[src/rtl/alu_op_sequencer.sv]
// ALU operation sequencer: commands are buffered in a small FIFO and folded, one per cycle,
// into a 4-bit accumulator; the end of each chain is reported on a valid/ready result port.
module alu_op_sequencer #(
    parameter int FIFO_DEPTH    = 4,
    parameter bit CLEAR_ON_LAST = 1'b1
) (
    input  logic                          clk,
    input  logic                          rst,
    input  logic                          cmd_valid,
    output logic                          cmd_ready,
    input  logic [2:0]                    cmd_op,
    input  logic [3:0]                    cmd_operand,
    input  logic                          cmd_last,
    output logic                          res_valid,
    input  logic                          res_ready,
    output logic [3:0]                    res_data,
    output logic                          res_zero,
    output logic                          busy,
    output logic [$clog2(FIFO_DEPTH):0]   fifo_level
);

    localparam int PTR_W = $clog2(FIFO_DEPTH);
    localparam int LVL_W = PTR_W + 1;

    localparam logic [2:0] OP_ADD   = 3'b000;
    localparam logic [2:0] OP_SUB   = 3'b001;
    localparam logic [2:0] OP_AND   = 3'b010;
    localparam logic [2:0] OP_XOR   = 3'b011;
    localparam logic [2:0] OP_SHIFT = 3'b100;
    localparam logic [2:0] OP_LOAD  = 3'b101;

    typedef enum logic [1:0] {
        ST_IDLE   = 2'd0,
        ST_EXEC   = 2'd1,
        ST_RESULT = 2'd2
    } state_e;

    typedef struct packed {
        logic [2:0] op;
        logic [3:0] operand;
        logic       last;
    } cmd_t;

    cmd_t             mem_q [FIFO_DEPTH];
    cmd_t             mem_d [FIFO_DEPTH];
    logic [PTR_W-1:0] wr_ptr_q, wr_ptr_d;
    logic [PTR_W-1:0] rd_ptr_q, rd_ptr_d;
    logic [LVL_W-1:0] level_q, level_d;
    logic             fifo_full, fifo_empty;
    logic             push, pop;
    cmd_t             cmd_in, head;

    state_e           state_q, state_d;
    logic [3:0]       acc_q, acc_d;
    logic             res_valid_q, res_valid_d;
    logic [3:0]       res_data_q, res_data_d;
    logic             res_zero_q, res_zero_d;

    logic [3:0]       add_res, sub_res, and_res, xor_res, shift_res;
    logic [2:0]       mux_sel;
    logic [3:0]       mux_out, alu_res;

    // A full FIFO refuses input even if the head is popped this cycle (no pass-through).
    assign fifo_full  = (level_q == LVL_W'(FIFO_DEPTH));
    assign fifo_empty = (level_q == '0);
    assign cmd_ready  = !fifo_full && !rst;
    assign push       = cmd_valid && cmd_ready;
    assign pop        = (state_q == ST_EXEC) && !fifo_empty;
    assign cmd_in     = {cmd_op, cmd_operand, cmd_last};
    assign head       = mem_q[rd_ptr_q];

    always_comb begin
        mem_d    = mem_q;
        wr_ptr_d = wr_ptr_q;
        rd_ptr_d = rd_ptr_q;
        level_d  = level_q;
        if (push) begin
            mem_d[wr_ptr_q] = cmd_in;
            wr_ptr_d        = wr_ptr_q + PTR_W'(1);
        end
        if (pop) begin
            rd_ptr_d = rd_ptr_q + PTR_W'(1);
        end
        case ({push, pop})
            2'b10:   level_d = level_q + LVL_W'(1);
            2'b01:   level_d = level_q - LVL_W'(1);
            default: level_d = level_q;
        endcase
    end

    // Shared datapath; LOAD takes the operand directly and bypasses the result mux.
    always_comb begin
        add_res = acc_q + head.operand;
        sub_res = acc_q - head.operand;
        and_res = acc_q & head.operand;
        xor_res = acc_q ^ head.operand;
        case (head.operand[1:0])
            2'b00:   shift_res = acc_q;
            2'b10:   shift_res = {1'b0, acc_q[3:1]};
            default: shift_res = {acc_q[2:0], 1'b0};
        endcase
        mux_sel = head.op;
        case (mux_sel)
            OP_ADD:   mux_out = add_res;
            OP_SUB:   mux_out = sub_res;
            OP_AND:   mux_out = and_res;
            OP_XOR:   mux_out = xor_res;
            OP_SHIFT: mux_out = shift_res;
            default:  mux_out = 4'h0;
        endcase
        alu_res = (head.op == OP_LOAD) ? head.operand : mux_out;
    end

    always_comb begin
        state_d     = state_q;
        acc_d       = acc_q;
        res_valid_d = res_valid_q;
        res_data_d  = res_data_q;
        res_zero_d  = res_zero_q;
        case (state_q)
            ST_IDLE: begin
                if (!fifo_empty) begin
                    state_d = ST_EXEC;
                end
            end
            ST_EXEC: begin
                if (!fifo_empty) begin
                    acc_d = alu_res;
                    if (head.last) begin
                        state_d     = ST_RESULT;
                        res_valid_d = 1'b1;
                        res_data_d  = alu_res;
                        res_zero_d  = (alu_res == 4'h0);
                    end
                end
            end
            ST_RESULT: begin
                if (res_ready) begin
                    state_d     = ST_IDLE;
                    res_valid_d = 1'b0;
                    if (CLEAR_ON_LAST) begin
                        acc_d = 4'h0;
                    end
                end
            end
            default: state_d = ST_IDLE;
        endcase
    end

    always_ff @(posedge clk) begin
        if (rst) begin
            state_q     <= ST_IDLE;
            acc_q       <= 4'h0;
            res_valid_q <= 1'b0;
            res_data_q  <= 4'h0;
            res_zero_q  <= 1'b0;
            wr_ptr_q    <= '0;
            rd_ptr_q    <= '0;
            level_q     <= '0;
        end else begin
            state_q     <= state_d;
            acc_q       <= acc_d;
            res_valid_q <= res_valid_d;
            res_data_q  <= res_data_d;
            res_zero_q  <= res_zero_d;
            wr_ptr_q    <= wr_ptr_d;
            rd_ptr_q    <= rd_ptr_d;
            level_q     <= level_d;
        end
    end

    // Storage needs no reset: emptiness is tracked by the pointers and level alone.
    always_ff @(posedge clk) begin
        mem_q <= mem_d;
    end

    assign res_valid  = res_valid_q;
    assign res_data   = res_data_q;
    assign res_zero   = res_zero_q;
    assign busy       = (state_q != ST_IDLE);
    assign fifo_level = level_q;

endmodule
[config.mk]
export PLATFORM = sky130hd
export DESIGN_NAME = alu_op_sequencer
export DESIGN_NICKNAME = d
export VERILOG_FILES = /design/src/rtl/alu_op_sequencer.sv
export SDC_FILE = /design/constraint.sdc
export NUM_CORES = 1
export LEC_CHECK = 0
export ABC_AREA = 1
export CAP_MARGIN = 20
export CORE_MARGIN = 3
export CORE_UTILIZATION = 40
export CTS_CLUSTER_SIZE = 40
export DETAILED_ROUTE_END_ITERATION = 7
export PLACE_DENSITY_LB_ADDON = 0.12
export SLEW_MARGIN = 15
export SYNTH_ARGS = -nofsm -noshare
export SYNTH_HDL_FRONTEND = slang
export SYNTH_SLANG_ARGS = --single-unit
export TNS_END_PERCENT = 30
[constraint.sdc]
create_clock -name clk -period 4 [get_ports clk]
set_input_delay 0.8 -clock clk [delete_from_list [all_inputs] [get_ports clk]]
set_output_delay 0.8 -clock clk [all_outputs]
set_load 0.02 [all_outputs]
## Yosys cells after proc, flatten, opt, wreduce, memory -nomap -nowiden

Index checks and enable logic that the tools add are counted.
W data, S select, Z words.

| storage, ports and cells | value |
|---|---|
| logic and storage cells | 90 |
| flip-flop bits (word level) | 51 |
| bits of input ports | 12 |
| output and inout bits | 11 |
| memories kept | 0 |
| bits in read-only memories | 0 |
| bits in latches | 0 |
| memory bits (writable) | 0 |

| operators by class | value |
|---|---|
| multipliers | 0 |
| reduce and logical (&&, ||, !) cells | 19 |
| bitwise logic cells | 5 |
| div/mod/pow operators | 0 |
| shifts and indexed selects | 0 |
| add/sub/neg operators | 6 |
| eq/ne operators | 15 |
| order comparisons | 3 |
| mux-type cells | 22 |

Operators with widths:

| cell | number |
|---|---|
| $bwmux W32 | 1 |
| $mux W8 | 3 |
| $pmux W4 S5 | 1 |
| $bmux W8 S2 | 1 |
| $demux W8 S2 | 1 |
| $pmux W4 S2 | 2 |
| $mux W4 | 3 |
| $eq A3 B3 Y1 const B | 3 |
| $mux W2 | 4 |
| $ne A2 B2 Y1 const B | 4 |
| $reduce_and A4 Y1 | 2 |
| $eq A2 B2 Y1 const B | 3 |
| $eq A3 B2 Y1 const B | 2 |
| $ge A3 B3 Y1 const B | 2 |
| $logic_not A3 Y1 | 2 |
| $not A2 Y3 | 2 |
| $pmux W2 S3 | 1 |
| $pmux W3 S2 | 1 |
| $reduce_and A3 Y1 | 2 |
| $reduce_bool A2 Y1 | 3 |
| $add A2 B1 Y2 const B | 2 |
| $add A4 B4 Y4 | 1 |
| $and A4 B4 Y4 | 1 |
| $eq A2 B1 Y1 const B | 2 |
| 13 further kinds | 21 |

## Depth between registers and ports, before layout

| logic depth | value |
|---|---|
| word-level depth | 10 |
| depth in mapped cells | 23 |

## Least setup slack after synthesis

Ideal clock, no wire load.

| timing path | value |
|---|---|
| path type | in2reg |
| start point | input rst |
| end point | register level_q[1] (netlist: fifo_level[1]) |
| arrival | 2.571 ns |
| path buffers | 1 |
| setup slack | 1.365 ns |
| setup time | 0.064 ns |
| cell stages on the path | 9 |
| cell sequence | clkbuf_8 -> a31oi_1 -> nand2_1 -> ha_1 -> inv_1 -> fa_1 -> nor2_1 -> a21oi_1 -> nor2_1 |

| on the way | value |
|---|---|
| longest elaborated chain between the ends | 5 |
| elaborated cells on any way between the ends | 7 |

Ends and longest elaborated chain:

| element | line | RTL |
|---|---|---|
| from (decl) | 8 | `input logic rst,` |
| $logic_not A1 Y1 * | 66 | `assign cmd_ready = !fifo_full && !rst;` |
| $logic_and A1 B1 Y1 * | 66 |  |
| named net cmd_ready | 10 | `output logic cmd_ready,` |
| $logic_and A1 B1 Y1 * | 67 | `assign push = cmd_valid && cmd_ready;` |
| $eq A2 B1 Y1 / $eq A2 B2 Y1 (equally long branches) | 84 | `case ({push, pop})` |
| $pmux W3 S2 / $reduce_bool A2 Y1 (equally long branches) | n/a |  |
| to (signal assigned) | 168 | `level_q <= level_d;` |
| to (decl) | 48 | `logic [LVL_W-1:0] level_q, level_d;` |

The timed path passes the listed nets; every way through them passes the cells marked *.
A chain may end at the register's enable or synchronous reset.

## Final worst setup path

| timing path | value |
|---|---|
| start point | input rst |
| end point | output cmd_ready |

| on the way | value |
|---|---|
| longest elaborated chain between the ends | 2 |

Ends and longest elaborated chain:

| element | line |
|---|---|
| $logic_not A1 Y1 | 66 |
| $logic_and A1 B1 Y1 | 66 |
| to (decl) | 10 |

Every way passes these cells.

==> metrics list <==
- Placed wire-length estimate: 4.23 mm
* GRT Residual Overflow: 0
- In this run the deepest clock path goes through 2 buffers.
* Final Max Tran Viols: 0
- Routed length on met2: 2.70 mm
- The floorplan step set the die height to 90.3 um.
- Share of final-layout standard cells stronger than drive strength 1: 12.0%
- Cell area after layout: 0.00321 mm^2
- Effective utilization at floorplan: 41.6%
- On the worst path, the slowest cell contributes a delay of 650 ps.
* Synth area leader: sky130_fd_sc_hd__edfxtp_1
* Flip-flop cell with the highest count after synthesis: sky130_fd_sc_hd__edfxtp_1
- The number of global-route vias before repair came to 2050.
- Routability-driven placement finished with a final weighted congestion of 0.801.
- At the later pin of the worst-skew pair, clock insertion delay measures 300 ps.
- Highest layer used for signal routing: met4
- In this run the static leakage power is 1.36 nW.
* Area of the die: 0.00815 mm^2
- Setup violations remaining at the end of the flow were counted as 0.
- Across all setup checks in the final design, the least slack found is 843 ps.
- Post-synthesis net count: 344
- Max Cap Violations: 0
* WL per Instance: 12.8 um
* Number of buffers added by the clock tree synthesis step: 5
- Derived from the worst setup path, the maximum achievable clock frequency is 0.317 GHz.
- Clock-pin slew on the worst setup and hold paths: 90 ps
- Slew headroom: 46.2%
- Post-synthesis to final-layout area growth: 12.9%
- After synthesis, the share of flip-flops with an asynchronous set or reset is 0%.
* CTS tree: yes
- During I/O placement, the number of pins put on the boundary was 23.
- Number of synthesized flops with an enable pin: 32
- Met3 WL post-DR: 163 um
* Final critical delay including setup and external delays: 3160 ps
* Post-Syn Instances: 316
* Wl on met1: 2.71 mm
- In this run the power density over the cells is 376 mW/mm^2.
- Flip-flop and latch count after synthesis: 51
- Antenna diode instance count: 0
* Number of rows in the core area: 30
* DRC Markers: 0
* Min-Delay Path Class: flop to flop
* CTS HTree Levels: 2
* Worst setup timing slack at the placement stage: 839 ps
- Largest driver fanout on the critical path: 10
- Global-route wire length before repair: 9.65 mm
- Most area-consuming cells after synthesis: sky130_fd_sc_hd__edfxtp_1 (34%), sky130_fd_sc_hd__dfxtp_1 (13%), sky130_fd_sc_hd__nand2_1 (10%), sky130_fd_sc_hd__ha_1 (6.2%), sky130_fd_sc_hd__inv_1 (5.5%)
* Post-route fraction of the period consumed by the critical path: 78.9%
* Average cell area after synthesis: 8.99 um^2
- Cell area after placement: 0.00313 mm^2
- The critical path goes through clkdlybuf4s50_1 > a31oi_1 > clkdlybuf4s50_1.
- Post-CTS timing repair inserted 0 buffers for setup.
- Counting every sink on the clock net gives 51.
* Startpoint type of the worst setup path: input port
- Summing over every cut layer, the via total after detailed routing is 2064.
* Setup repair after global routing missed its margin: false
- CP Class: input port to output port
* Hold bufs inserted after CTS: 0
- Critical Path AT: 2360 ps
* Number of nets in the layout: 370
- Post-CTS resize count: 0
* Pin count of the biggest net entering global routing: 18
* Clk root buf: sky130_fd_sc_hd__clkbuf_8
* First DRT Iteration DRCs: 84
- The worst-case IR drop observed on VDD is 0.218 mV.
- Crit path buf inv count: 2
- The cell area that synthesis handed to floorplanning was 0.00284 mm^2.
* Core Footprint: 0.00683 mm^2
- Clock skew on the completed layout was measured at 8.17 ps.
* Detailed-route vias per instance: 4.70
- The cell family contributing the most delay on the critical path is buffers and inverters.
- Buffers on Ports: 22
- Sequential element share of the synthesized area: 47.2%
- At the worst endpoint, the required time is 3200 ps.
- Share of Yosys cell area claimed by the top area cell type: 33.8%
* Kind of capture point of the worst setup path: output port
- Result of the run: finished clean
- GRT Util Overall: 14.9%
- Number of synthesis warnings: 0
- Floorplan die width: 90.3 um
* Antenna violations before repair: 0
- Detailed Route WL: 5.62 mm
- After routing, the total negative slack on setup checks comes to 0 ps.
* Initial DRT Pass Iterations: 4
- Worst path slowest cell: sky130_fd_sc_hd__clkdlybuf4s50_1
- By instance count, the cell type seen most on the critical path is sky130_fd_sc_hd__clkdlybuf4s50_1.
- Count of distinct cell types in the synthesized netlist: 41
* Final hold violation count: 0
- For the pin with the worst max-slew slack, the measured transition is 804 ps.
- Final ANT Viol Nets: 0
==> flip-flops by register name (all words and copies together), names as in the netlist <==
register,cells
acc_q,4
fifo_level,3
mem_q,32
rd_ptr_q,2
res_data,4
res_valid,1
res_zero,1
state_q,2
wr_ptr_q,2
==> cell usage in the layout (no fill, tap or decap), types with 2 or more instances in the layout <==
cell type / n
sky130_fd_sc_hd__nand2_1: 79
sky130_fd_sc_hd__inv_1: 42
sky130_fd_sc_hd__edfxtp_1: 32
sky130_fd_sc_hd__nor2_1: 24
sky130_fd_sc_hd__nand3_1: 22
sky130_fd_sc_hd__clkdlybuf4s50_1: 22
sky130_fd_sc_hd__dfxtp_1: 19
sky130_fd_sc_hd__ha_1: 14
sky130_fd_sc_hd__a21oi_1: 13
sky130_fd_sc_hd__o21ai_0: 12
sky130_fd_sc_hd__nand2_2: 8
sky130_fd_sc_hd__nand2_4: 5
sky130_fd_sc_hd__clkbuf_8: 5
sky130_fd_sc_hd__nand4_1: 4
sky130_fd_sc_hd__buf_4: 4
sky130_fd_sc_hd__nand3_2: 3
sky130_fd_sc_hd__inv_2: 3
sky130_fd_sc_hd__o22ai_1: 3
sky130_fd_sc_hd__o211ai_1: 3
sky130_fd_sc_hd__nand3_4: 2
sky130_fd_sc_hd__nor2_2: 2
sky130_fd_sc_hd__fa_1: 2
sky130_fd_sc_hd__clkbuf_1: 2
==> kinds of logic (layout without fill, tap and decap cells) <==
kind of cell / Yosys count / count (layout) / share of synthesized area [%]
flops: 51 / 51 / 47.2
buf+inv: 54 / 81 / 9.60
compound gates: 38 / 38 / 8.01
xor+xnor: 2 / 2 / 0.617
simple gates: 155 / 155 / 27.0
fa+ha+maj: 16 / 16 / 7.57
==> synth_stat cells (4+ instances only) <==
cell,number
sky130_fd_sc_hd__nand2_1,79
sky130_fd_sc_hd__inv_1,42
sky130_fd_sc_hd__edfxtp_1,32
sky130_fd_sc_hd__nor2_1,24
sky130_fd_sc_hd__nand3_1,22
sky130_fd_sc_hd__dfxtp_1,19
sky130_fd_sc_hd__ha_1,14
sky130_fd_sc_hd__a21oi_1,13
sky130_fd_sc_hd__o21ai_0,12
sky130_fd_sc_hd__nand2_2,8
sky130_fd_sc_hd__nand2_4,5
sky130_fd_sc_hd__nand4_1,4
==> final timing paths <==
path	end	depth (start not counted)	slack, ps	start
max	cmd_ready	3	840	rst
max reg2reg	res_zero	17	960	rd_ptr_q[1]
min	res_zero	2	500	res_zero
min reg2reg	res_zero	2	500	res_zero
==> area by class of cell <==
class	count	area, um^2
inverter	47	186
timing repair buffer	26	250
multi-input combinational	211	1230
sequential	51	1340
clock buffer	7	76.3
tap	96	120
clock inverter	1	5.00
fill	692	3620
==> per-layer routing <==
layer,vias to the layer above,global-route usage (%)
met5,-,0
met4,0,5.10
met3,4,3.00
met2,31,24.3
met1,942,19.8
li1,1087,-
==> worst reg2reg max path, stage by stage (launching register included) <==
cell	delay, ps
sky130_fd_sc_hd__dfxtp_1	640
sky130_fd_sc_hd__inv_4	170
sky130_fd_sc_hd__nand3_1	120
sky130_fd_sc_hd__nand2_1	150
sky130_fd_sc_hd__ha_1	330
sky130_fd_sc_hd__inv_1	50
sky130_fd_sc_hd__nand2_1	40
sky130_fd_sc_hd__o21ai_0	100
sky130_fd_sc_hd__inv_1	90
sky130_fd_sc_hd__fa_1	520
sky130_fd_sc_hd__inv_1	40
sky130_fd_sc_hd__nand2_1	50
sky130_fd_sc_hd__nand2_1	60
sky130_fd_sc_hd__nor3_2	270
sky130_fd_sc_hd__nand2_1	80
sky130_fd_sc_hd__nor2_1	100
sky130_fd_sc_hd__nand2_1	70
sky130_fd_sc_hd__a21oi_2	100
==> power breakdown <==
group | total, mW | switching (mW) | internal (mW)
Combinational | 0.324 | 0.199 | 0.124
Clock | 0.282 | 0.159 | 0.123
Sequential | 0.600 | 0.0158 | 0.584
Total | 1.21 | 0.374 | 0.831
==> through the flow <==
step	utilization, %	hold slack [ps]	instances	power (mW)
2_1_floorplan	-	471	316	0.849
3_3_place_gp	45.8	475	431	0.931
3_5_place_dp	45.8	483	431	0.935
4_1_cts	46.9	497	439	1.22
5_1_grt	46.9	518	439	1.29
6_report	46.9	495	439	1.21
No activity file was read; power rests on OpenSTA's default activity.
